File: config.mk
export PLATFORM = sky130hd
export DESIGN_NAME = matrix_scan_capture
export DESIGN_NICKNAME = d
export VERILOG_FILES = /design/src/rtl/irrigation_pkg.sv /design/src/rtl/matrix_scan_capture_sync2.sv /design/src/rtl/matrix_scan_capture.sv
export SDC_FILE = /design/constraint.sdc
export NUM_CORES = 1
export LEC_CHECK = 0
export CORE_ASPECT_RATIO = 1.75
export CORE_UTILIZATION = 48
export DETAILED_ROUTE_END_ITERATION = 7
export PLACE_DENSITY = 0.7
export SETUP_SLACK_MARGIN = 0.2
export SKIP_CTS_REPAIR_TIMING = 1
export SYNTH_ARGS = -nofsm -noshare
export SYNTH_HDL_FRONTEND = slang
export SYNTH_SLANG_ARGS = --single-unit
File: constraint.sdc
create_clock -name clk -period 9.7 [get_ports clk]
set_clock_uncertainty 0.05 [all_clocks]
set_input_delay 1.455 -clock clk [delete_from_list [all_inputs] [get_ports clk]]
set_output_delay 1.455 -clock clk [all_outputs]
set_load 0.02 [all_outputs]
File: src/rtl/irrigation_pkg.sv
// Shared constants and types for the LED-matrix scan capture block.
//   NUM_COLS / NUM_ROWS / FRAME_W : matrix geometry (5 columns x 7 rows)
//   ERR_*                         : err_code values reported by the capture block
//   scan_state_t                  : capture FSM state encoding
package irrigation_pkg;

  localparam int NUM_COLS = 5;
  localparam int NUM_ROWS = 7;
  localparam int FRAME_W  = NUM_COLS * NUM_ROWS;

  localparam logic [1:0] ERR_NONE    = 2'b00;
  localparam logic [1:0] ERR_MULTI   = 2'b01;
  localparam logic [1:0] ERR_ORDER   = 2'b10;
  localparam logic [1:0] ERR_TIMEOUT = 2'b11;

  typedef enum logic [1:0] {
    IDLE,
    SETTLE,
    SAMPLE,
    WAIT_NEXT
  } scan_state_t;

endpackage

File: src/rtl/matrix_scan_capture_sync2.sv
// sync2: parameterised-width two-flop synchroniser.
// Ports:
//   clk_i  in   1      sampling clock
//   rst_i  in   1      asynchronous reset, active-high
//   d_i    in   WIDTH  asynchronous input bus
//   q_o    out  WIDTH  synchronised output, two clk_i cycles behind d_i
// RST_VAL sets the value both stages take in reset, so an active-low bus can
// come out of reset at its idle level instead of looking asserted.
module sync2 #(
  parameter int               WIDTH   = 1,
  parameter logic [WIDTH-1:0] RST_VAL = '0
) (
  input  logic             clk_i,
  input  logic             rst_i,
  input  logic [WIDTH-1:0] d_i,
  output logic [WIDTH-1:0] q_o
);

  logic [WIDTH-1:0] meta_q;
  logic [WIDTH-1:0] sync_q;

  always_ff @(posedge clk_i or posedge rst_i) begin
    if (rst_i) begin
      meta_q <= RST_VAL;
      sync_q <= RST_VAL;
    end else begin
      meta_q <= d_i;
      sync_q <= meta_q;
    end
  end

  assign q_o = sync_q;

endmodule

File: src/rtl/matrix_scan_capture.sv
// matrix_scan_capture: receive side of the 5x7 LED-matrix column-scan bus.
// Rebuilds the 35-pixel frame from one C0..C4 sweep and flags malformed scans.
// Ports:
//   clk            in   1   system clock
//   rst            in   1   asynchronous reset, active-high
//   col_in         in   5   C4..C0 column strobes (async)
//   row_in         in   7   l6..l0 row lines (async)
//   frame          out  35  last committed frame, bit = col*7+row, 1 = lit
//   frame_valid    out  1   one-cycle pulse on frame update
//   locked         out  1   high after a commit, low after an error or reset
//   scan_err       out  1   one-cycle error pulse
//   err_code       out  2   01 multi-hot, 10 out-of-order, 11 timeout (held)
//   frame_changed  out  1   only with FRAME_DIFF_EN: pulses with frame_valid
//                           when the new frame differs from the previous one
// Build option: define FRAME_DIFF_EN to add frame_changed.
//
// state     | meaning
// IDLE      | waiting for a one-hot C0 to start a sweep
// SETTLE    | current column active, counting stable cycles
// SAMPLE    | one cycle: store rows of current column, commit after C4
// WAIT_NEXT | column stored, waiting for the next column strobe
module matrix_scan_capture
  import irrigation_pkg::*;
#(
  parameter int SETTLE_CYC     = 4,
  parameter int TIMEOUT_CYC    = 1000000,
  parameter bit COL_ACTIVE_LOW = 1'b0,
  parameter bit ROW_ACTIVE_LOW = 1'b0
) (
  input  logic               clk,
  input  logic               rst,
  input  logic [4:0]         col_in,
  input  logic [6:0]         row_in,
  output logic [FRAME_W-1:0] frame,
  output logic               frame_valid,
  output logic               locked,
  output logic               scan_err,
  output logic [1:0]         err_code
`ifdef FRAME_DIFF_EN
  ,
  output logic               frame_changed
`endif
);

  localparam int SET_W = $clog2(SETTLE_CYC + 1);
  localparam int TMO_W = $clog2(TIMEOUT_CYC + 1);

  // The cycle in which a column is accepted is already its first stable
  // cycle, so the settle counter starts at SETTLE_CYC-1 remaining.
  localparam logic [SET_W-1:0] SET_LOAD = SET_W'(SETTLE_CYC - 1);
  // Likewise the accept cycle is the first timeout cycle and the cycle that
  // sees zero is the last, hence the -2.
  localparam logic [TMO_W-1:0] TMO_LOAD = TMO_W'(TIMEOUT_CYC - 2);

  localparam logic [NUM_COLS+NUM_ROWS-1:0] SYNC_IDLE =
    {{NUM_COLS{COL_ACTIVE_LOW}}, {NUM_ROWS{ROW_ACTIVE_LOW}}};

  logic [NUM_COLS+NUM_ROWS-1:0] sync_w;
  logic [NUM_COLS-1:0]          col_n;
  logic [NUM_ROWS-1:0]          row_n;

  sync2 #(
    .WIDTH   (NUM_COLS + NUM_ROWS),
    .RST_VAL (SYNC_IDLE)
  ) u_sync (
    .clk_i (clk),
    .rst_i (rst),
    .d_i   ({col_in, row_in}),
    .q_o   (sync_w)
  );

  assign col_n = sync_w[NUM_COLS+NUM_ROWS-1:NUM_ROWS] ^ {NUM_COLS{COL_ACTIVE_LOW}};
  assign row_n = sync_w[NUM_ROWS-1:0] ^ {NUM_ROWS{ROW_ACTIVE_LOW}};

  // Column code decode
  logic       col_blank;
  logic       col_multi;
  logic       col_one;
  logic [2:0] col_idx;

  always_comb begin
    col_blank = (col_n == '0);
    col_multi = !col_blank && ((col_n & (col_n - 5'd1)) != '0);
    col_one   = !col_blank && !col_multi;
    col_idx   = '0;
    for (int i = 0; i < NUM_COLS; i++) begin
      if (col_n[i]) col_idx = i[2:0];
    end
  end

  scan_state_t        state_q, state_d;
  logic [2:0]         cur_q, cur_d;
  logic [SET_W-1:0]   set_q, set_d;
  logic [TMO_W-1:0]   tmo_q, tmo_d;
  logic               prev_blank_q;
  logic [FRAME_W-1:0] buf_q, buf_d;
  logic [FRAME_W-1:0] frame_q, frame_d;
  logic               fv_q, fv_d;
  logic               locked_q, locked_d;
  logic               err_q, err_d;
  logic [1:0]         code_q, code_d;

  logic [2:0] nxt_idx;
  logic       accept;
  logic [1:0] err_kind;

  assign nxt_idx = cur_q + 3'd1;

  always_comb begin
    state_d  = state_q;
    cur_d    = cur_q;
    set_d    = set_q;
    tmo_d    = tmo_q;
    buf_d    = buf_q;
    frame_d  = frame_q;
    fv_d     = 1'b0;
    locked_d = locked_q;
    err_d    = 1'b0;
    code_d   = code_q;
    accept   = 1'b0;
    err_kind = ERR_NONE;

    // Stall window runs from the accept through SAMPLE as well, so it is
    // measured from the moment the column was taken, not from its sampling.
    if (state_q != IDLE && tmo_q != '0) tmo_d = tmo_q - TMO_W'(1);

    case (state_q)
      IDLE: begin
        if (col_one && col_idx == 3'd0) begin
          cur_d   = '0;
          set_d   = SET_LOAD;
          tmo_d   = TMO_LOAD;
          buf_d   = '0;
          accept  = 1'b1;
          state_d = SETTLE;
        end
      end
      SETTLE: begin
        if (col_one) begin
          if (col_idx == cur_q) begin
            if (prev_blank_q)              set_d = SET_LOAD;
            else if (set_q <= SET_W'(1))   state_d = SAMPLE;
            else                           set_d = set_q - SET_W'(1);
          end else if (col_idx == nxt_idx) begin
            cur_d  = nxt_idx;
            set_d  = SET_LOAD;
            tmo_d  = TMO_LOAD;
            accept = 1'b1;
          end else begin
            err_kind = ERR_ORDER;
          end
        end
      end
      SAMPLE: begin
        for (int k = 0; k < NUM_COLS; k++) begin
          if (cur_q == k[2:0]) buf_d[k*NUM_ROWS +: NUM_ROWS] = row_n;
        end
        if (cur_q == 3'(NUM_COLS - 1)) begin
          frame_d  = buf_d;
          fv_d     = 1'b1;
          locked_d = 1'b1;
          state_d  = IDLE;
        end else begin
          state_d = WAIT_NEXT;
        end
      end
      WAIT_NEXT: begin
        if (col_one) begin
          if (col_idx == nxt_idx) begin
            cur_d   = nxt_idx;
            set_d   = SET_LOAD;
            tmo_d   = TMO_LOAD;
            accept  = 1'b1;
            state_d = SETTLE;
          end else if (col_idx != cur_q) begin
            err_kind = ERR_ORDER;
          end
        end
      end
      default: state_d = IDLE;
    endcase

    // SAMPLE skips column checks so a commit never coincides with an error.
    if (state_q != SAMPLE && col_multi) err_kind = ERR_MULTI;
    if (err_kind == ERR_NONE && !accept && tmo_q == '0 &&
        (state_q == SETTLE || state_q == WAIT_NEXT)) err_kind = ERR_TIMEOUT;

    if (err_kind != ERR_NONE) begin
      err_d    = 1'b1;
      code_d   = err_kind;
      locked_d = 1'b0;
      state_d  = IDLE;
      buf_d    = '0;
      cur_d    = '0;
      set_d    = '0;
      tmo_d    = '0;
    end
  end

  always_ff @(posedge clk or posedge rst) begin
    if (rst) begin
      state_q      <= IDLE;
      cur_q        <= '0;
      set_q        <= '0;
      tmo_q        <= '0;
      prev_blank_q <= 1'b1;
      buf_q        <= '0;
      frame_q      <= '0;
      fv_q         <= 1'b0;
      locked_q     <= 1'b0;
      err_q        <= 1'b0;
      code_q       <= ERR_NONE;
    end else begin
      state_q      <= state_d;
      cur_q        <= cur_d;
      set_q        <= set_d;
      tmo_q        <= tmo_d;
      prev_blank_q <= col_blank;
      buf_q        <= buf_d;
      frame_q      <= frame_d;
      fv_q         <= fv_d;
      locked_q     <= locked_d;
      err_q        <= err_d;
      code_q       <= code_d;
    end
  end

  assign frame       = frame_q;
  assign frame_valid = fv_q;
  assign locked      = locked_q;
  assign scan_err    = err_q;
  assign err_code    = code_q;

`ifdef FRAME_DIFF_EN
  logic have_q, have_d;
  logic chg_q, chg_d;

  // The first commit after reset has nothing to compare against.
  always_comb begin
    have_d = have_q | fv_d;
    chg_d  = fv_d && (!have_q || frame_d != frame_q);
  end

  always_ff @(posedge clk or posedge rst) begin
    if (rst) begin
      have_q <= 1'b0;
      chg_q  <= 1'b0;
    end else begin
      have_q <= have_d;
      chg_q  <= chg_d;
    end
  end

  assign frame_changed = chg_q;
`endif

endmodule

==> qor.csv <==
stage,metric,value,unit
status,status,"complete, no violations",
min_path,Hold Crit Start,u_sync.meta_q[2],
die,core area,10800,µm²
min_path,Hold WC Path Type,reg2reg,
die,row cnt,50,
cells_and_area,P&R area growth vs syn,22.1,%
cells_and_area,post-layout util,60.8,%
worst_setup_path,CP Launch Type,register,
place,placed insts,692,
sta,setup ws final,5.98,ns
die,Die X-Extent,81.9,µm
worst_setup_path,Reg2Reg Capture Point,tmo_q[17],
synthesis,post-synthesis mux area share,2.08,%
sta,Slew Limit Fails,0,
synthesis,post-synthesis xor/xnor area fraction,2.94,%
worst_setup_path,"Largest stage delay, worst path",0.69,ns
clocking,Sink Count,121,
worst_setup_path,worst flop-to-flop path startpoint,cur_q[0],
routing,Via density,5.64,
synthesis,ys async rst share,100,%
routing,final wirelength,11800,µm
worst_setup_path,R2R setup slack,5.98,ns
die,Die Area,11600,µm²
worst_setup_path,CP most frequent cell,ha_1,
worst_setup_path,worst-case reg-to-reg path depth,9,
sta,Sum Neg Setup Slack,0,ns
run,Max-Cap Viols,0,
synthesis,synth unique cells,64,
min_path,Hold EP,u_sync.q_o[2],
sta,slew margin rel.,32.2,%
synthesis,Post-synth EDFFs,0,
synthesis,Post-Syn Nets,557,
worst_setup_path,"Req. time, crit path",9.94,ns
place,GPL Wtd Cong,0.859,
global_routing,total track usage,23.1,%
pwr,Power Total,1180,µW
place,Detail Placement HPWL,8090,µm
worst_setup_path,CP max-delay cell,nand3_2,
synthesis,cell accounting for the most synthesized area,dfrtp_1,
worst_setup_path,Setup CP Type,reg2reg,
synthesis,synthesized area,5360,µm²
synthesis,cells after synthesis,531,
worst_setup_path,worst-path cell chain,ha_1 > ha_1 > or4b_4 > a21oi_2 > o2bb2a_1 > a21boi_1 > o21ai_2 > nand3_2 > a211oi_1,
cells_and_area,ANT cells,0,
synthesis,prevailing post-synth register cell,dfrtp_1,
pwr,LEAKAGE,0.00292,µW
routing,wire per inst,16.3,µm
cells_and_area,Layout Nets,607,
clocking,CTS buffer count,17,
global_routing,vias in the first global route,4176,
clocking,CTS Buffer Depth,2,
global_routing,gr ovfl total,0,
sta,"Setup violations, final",0,
synthesis,Synth Area in Simple Gates,19.4,%
sta,unrepaired setup endpoints after global routing,no,
global_routing,initial antenna violation count,0,
sta,Fmax,0.269,GHz
worst_setup_path,crit path DAT,3.96,ns
synthesis,synth warn,0,
routing,ANT nets after route,0,
die,initial cell density of the core,49.8,%
routing,detailed-route DRC error count,0,
clocking,Skew-Pair Late Insertion Delay,0.41,ns
worst_setup_path,Crit. End Element,register,
die,chip height,142,µm
synthesis,Yosys top cell area share,56.0,%
sta,period utilisation layout,38.3,%
sta,Final Hold Viols,0,
synthesis,Syn Area/Cell,10.1,µm²
global_routing,first-pass GRT wire length,20000,µm
synthesis,post-synthesis adder-cell area fraction,2.80,%
clocking,htree depth,4,
clocking,CTS root buf,clkbuf_16,
synthesis,largest cells by area after synthesis,"dfrtp_1, nand2_1, a22oi_1, nor2_1, ha_1",
place,PortBufs,53,
pwr,pwr/cell area,180,nW/µm²
synthesis,combinational family with the most area after synthesis,simple AND/OR/NAND/NOR gates,
synthesis,Yosys reg bits,121,
routing,routed via count,4082,
min_path,worst hold path depth,0,
cells_and_area,Layout Cells excl Fill,724,
cells_and_area,layout cells sized above 1,8.25,%
synthesis,post-synthesis compound-gate area fraction,12.8,%
place,dpl ws,6.00,ns
pwr,Max VDD drop,155,µV
clocking,CTS tree,yes,
die,io pins,54,
global_routing,largest net degree at the start of global routing,84,
sta,Tmin final,3.72,ns
routing,drt first-iter violations,284,
worst_setup_path,CP Max Fanout,43,
sta,Slew @ Worst Pin,1.02,ns
synthesis,sequential area share after synthesis,56.5,%
clocking,clk slew on worst S/H paths,0.05,ns
routing,1st-pass router iterations,5,
## sequential cells by signal (all words and copies together) (netlist names)
register,count
frame,35
buf_q,28
tmo_q,20
u_sync.meta_q,12
u_sync.q_o,12
cur_q,3
set_q,3
err_code,2
state_q,2
frame_valid,1
locked,1
prev_blank_q,1
scan_err,1
## routing by layer
metal / GRT usage (%) / up-vias / wire length (µm)
met3: 6.05 / 37 / 416
met2: 38.7 / 105 / 6500
met4: 13.3 / 0 / 432
met1: 25.9 / 2012 / 4470
met5: 0 / - / 0
li1: - / 1928 / -
## Yosys cell counts, types with 2 or more instances
library cell and count:
dfrtp_1 120, nand2_1 111, nor2_1 54, a22oi_1 28, inv_1 18, a21oi_1 16
clkbuf_1 14, nor3_1 13, ha_1 12, o21ai_0 12, mux2i_1 10, xnor2_1 10
xor2_1 8, o21ai_1 7, buf_2 6, and3_1 5, nand2b_1 5, nand3_1 5
nor2b_1 5, nor4_1 5, o22ai_1 5, a211oi_1 4, or3_1 4, nor3b_1 3
o2bb2ai_1 3, or2_2 3, a21bo_2 2, and2_1 2, buf_6 2, nand4_1 2
nor4b_1 2, o211ai_1 2, or4_1 2
## per-stage QoR
| stage | hold slack, ns | area, µm² |
|---|---|---|
| 3_3_place_gp | 0.282 | 5960 |
| 6_report | 0.297 | 6540 |
| 4_1_cts | 0.297 | 6540 |
| 2_1_floorplan | 0.281 | 5360 |
| 5_1_grt | 0.300 | 6540 |
| 3_5_place_dp | 0.285 | 5960 |
## cell type report
type / instances / area, µm²
well taps: 130 / 163
repair buffers: 55 / 546
multi-input cells: 368 / 2150
inverters: 18 / 70.1
fillers: 918 / 4220
clock inverters: 13 / 145
clock buffers: 19 / 443
flip-flops and latches: 121 / 3030
## placed cells by master (no fill, tap or decap), types with 2 or more instances in the layout
cell               n
dfrtp_1          120
nand2_1          111
nor2_1            54
clkdlybuf4s50_1   53
a22oi_1           28
inv_1             17
clkbuf_16         17
a21oi_1           16
nor3_1            13
o21ai_0           12
ha_1              12
xnor2_1           10
mux2i_1           10
xor2_1             8
o21ai_1            7
o22ai_1            5
nand2b_1           5
nor2b_1            5
and3_1             5
nor4_1             5
nand3_1            5
or3_1              4
a211oi_1           4
clkinv_4           4
or2_2              3
nor3b_1            3
o2bb2ai_1          3
clkinvlp_4         3
nor4b_1            2
and2_1             2
or4_1              2
o211ai_1           2
nand4_1            2
a21bo_2            2
clkinv_2           2
bufinv_16          2
inv_6              2
buf_4              2
## critical path: cells and delay by family (launching register included)
family,cells,cell delay [ns]
AOI/OAI and AO/OA,5,1.34
adders and majority gates,2,0.57
DFF,1,0.45
and+or+nand+nor,2,1.17
## how the worst max path moves through the flow
stage          startpoint        end  slack (ns)
3_5_place_dp     cur_q[0]  tmo_q[17]        6.00
3_3_place_gp     cur_q[0]  tmo_q[17]        6.20
2_1_floorplan         rst   buf_q[0]        4.98
5_1_grt          cur_q[0]  tmo_q[17]        5.75
6_report         cur_q[0]  tmo_q[17]        5.98
4_1_cts          cur_q[0]  tmo_q[17]        5.98
## power breakdown
group / total, µW / switching, µW / internal [µW]
logic: 39.6 / 26.5 / 13.2
clock network: 616 / 230 / 386
registers: 519 / 7.96 / 511
total: 1180 / 265 / 911
## cells by family (layout without fill, tap and decap cells)
kind of cell | after synthesis | count (layout)
simple gates | 229 | 229
flops | 121 | 121
compound gates | 98 | 98
buf+inv | 42 | 105
xor+xnor | 18 | 18
fa+ha+maj | 12 | 12
mux | 11 | 11
Note: power is estimated with default switching activity, not from simulation.
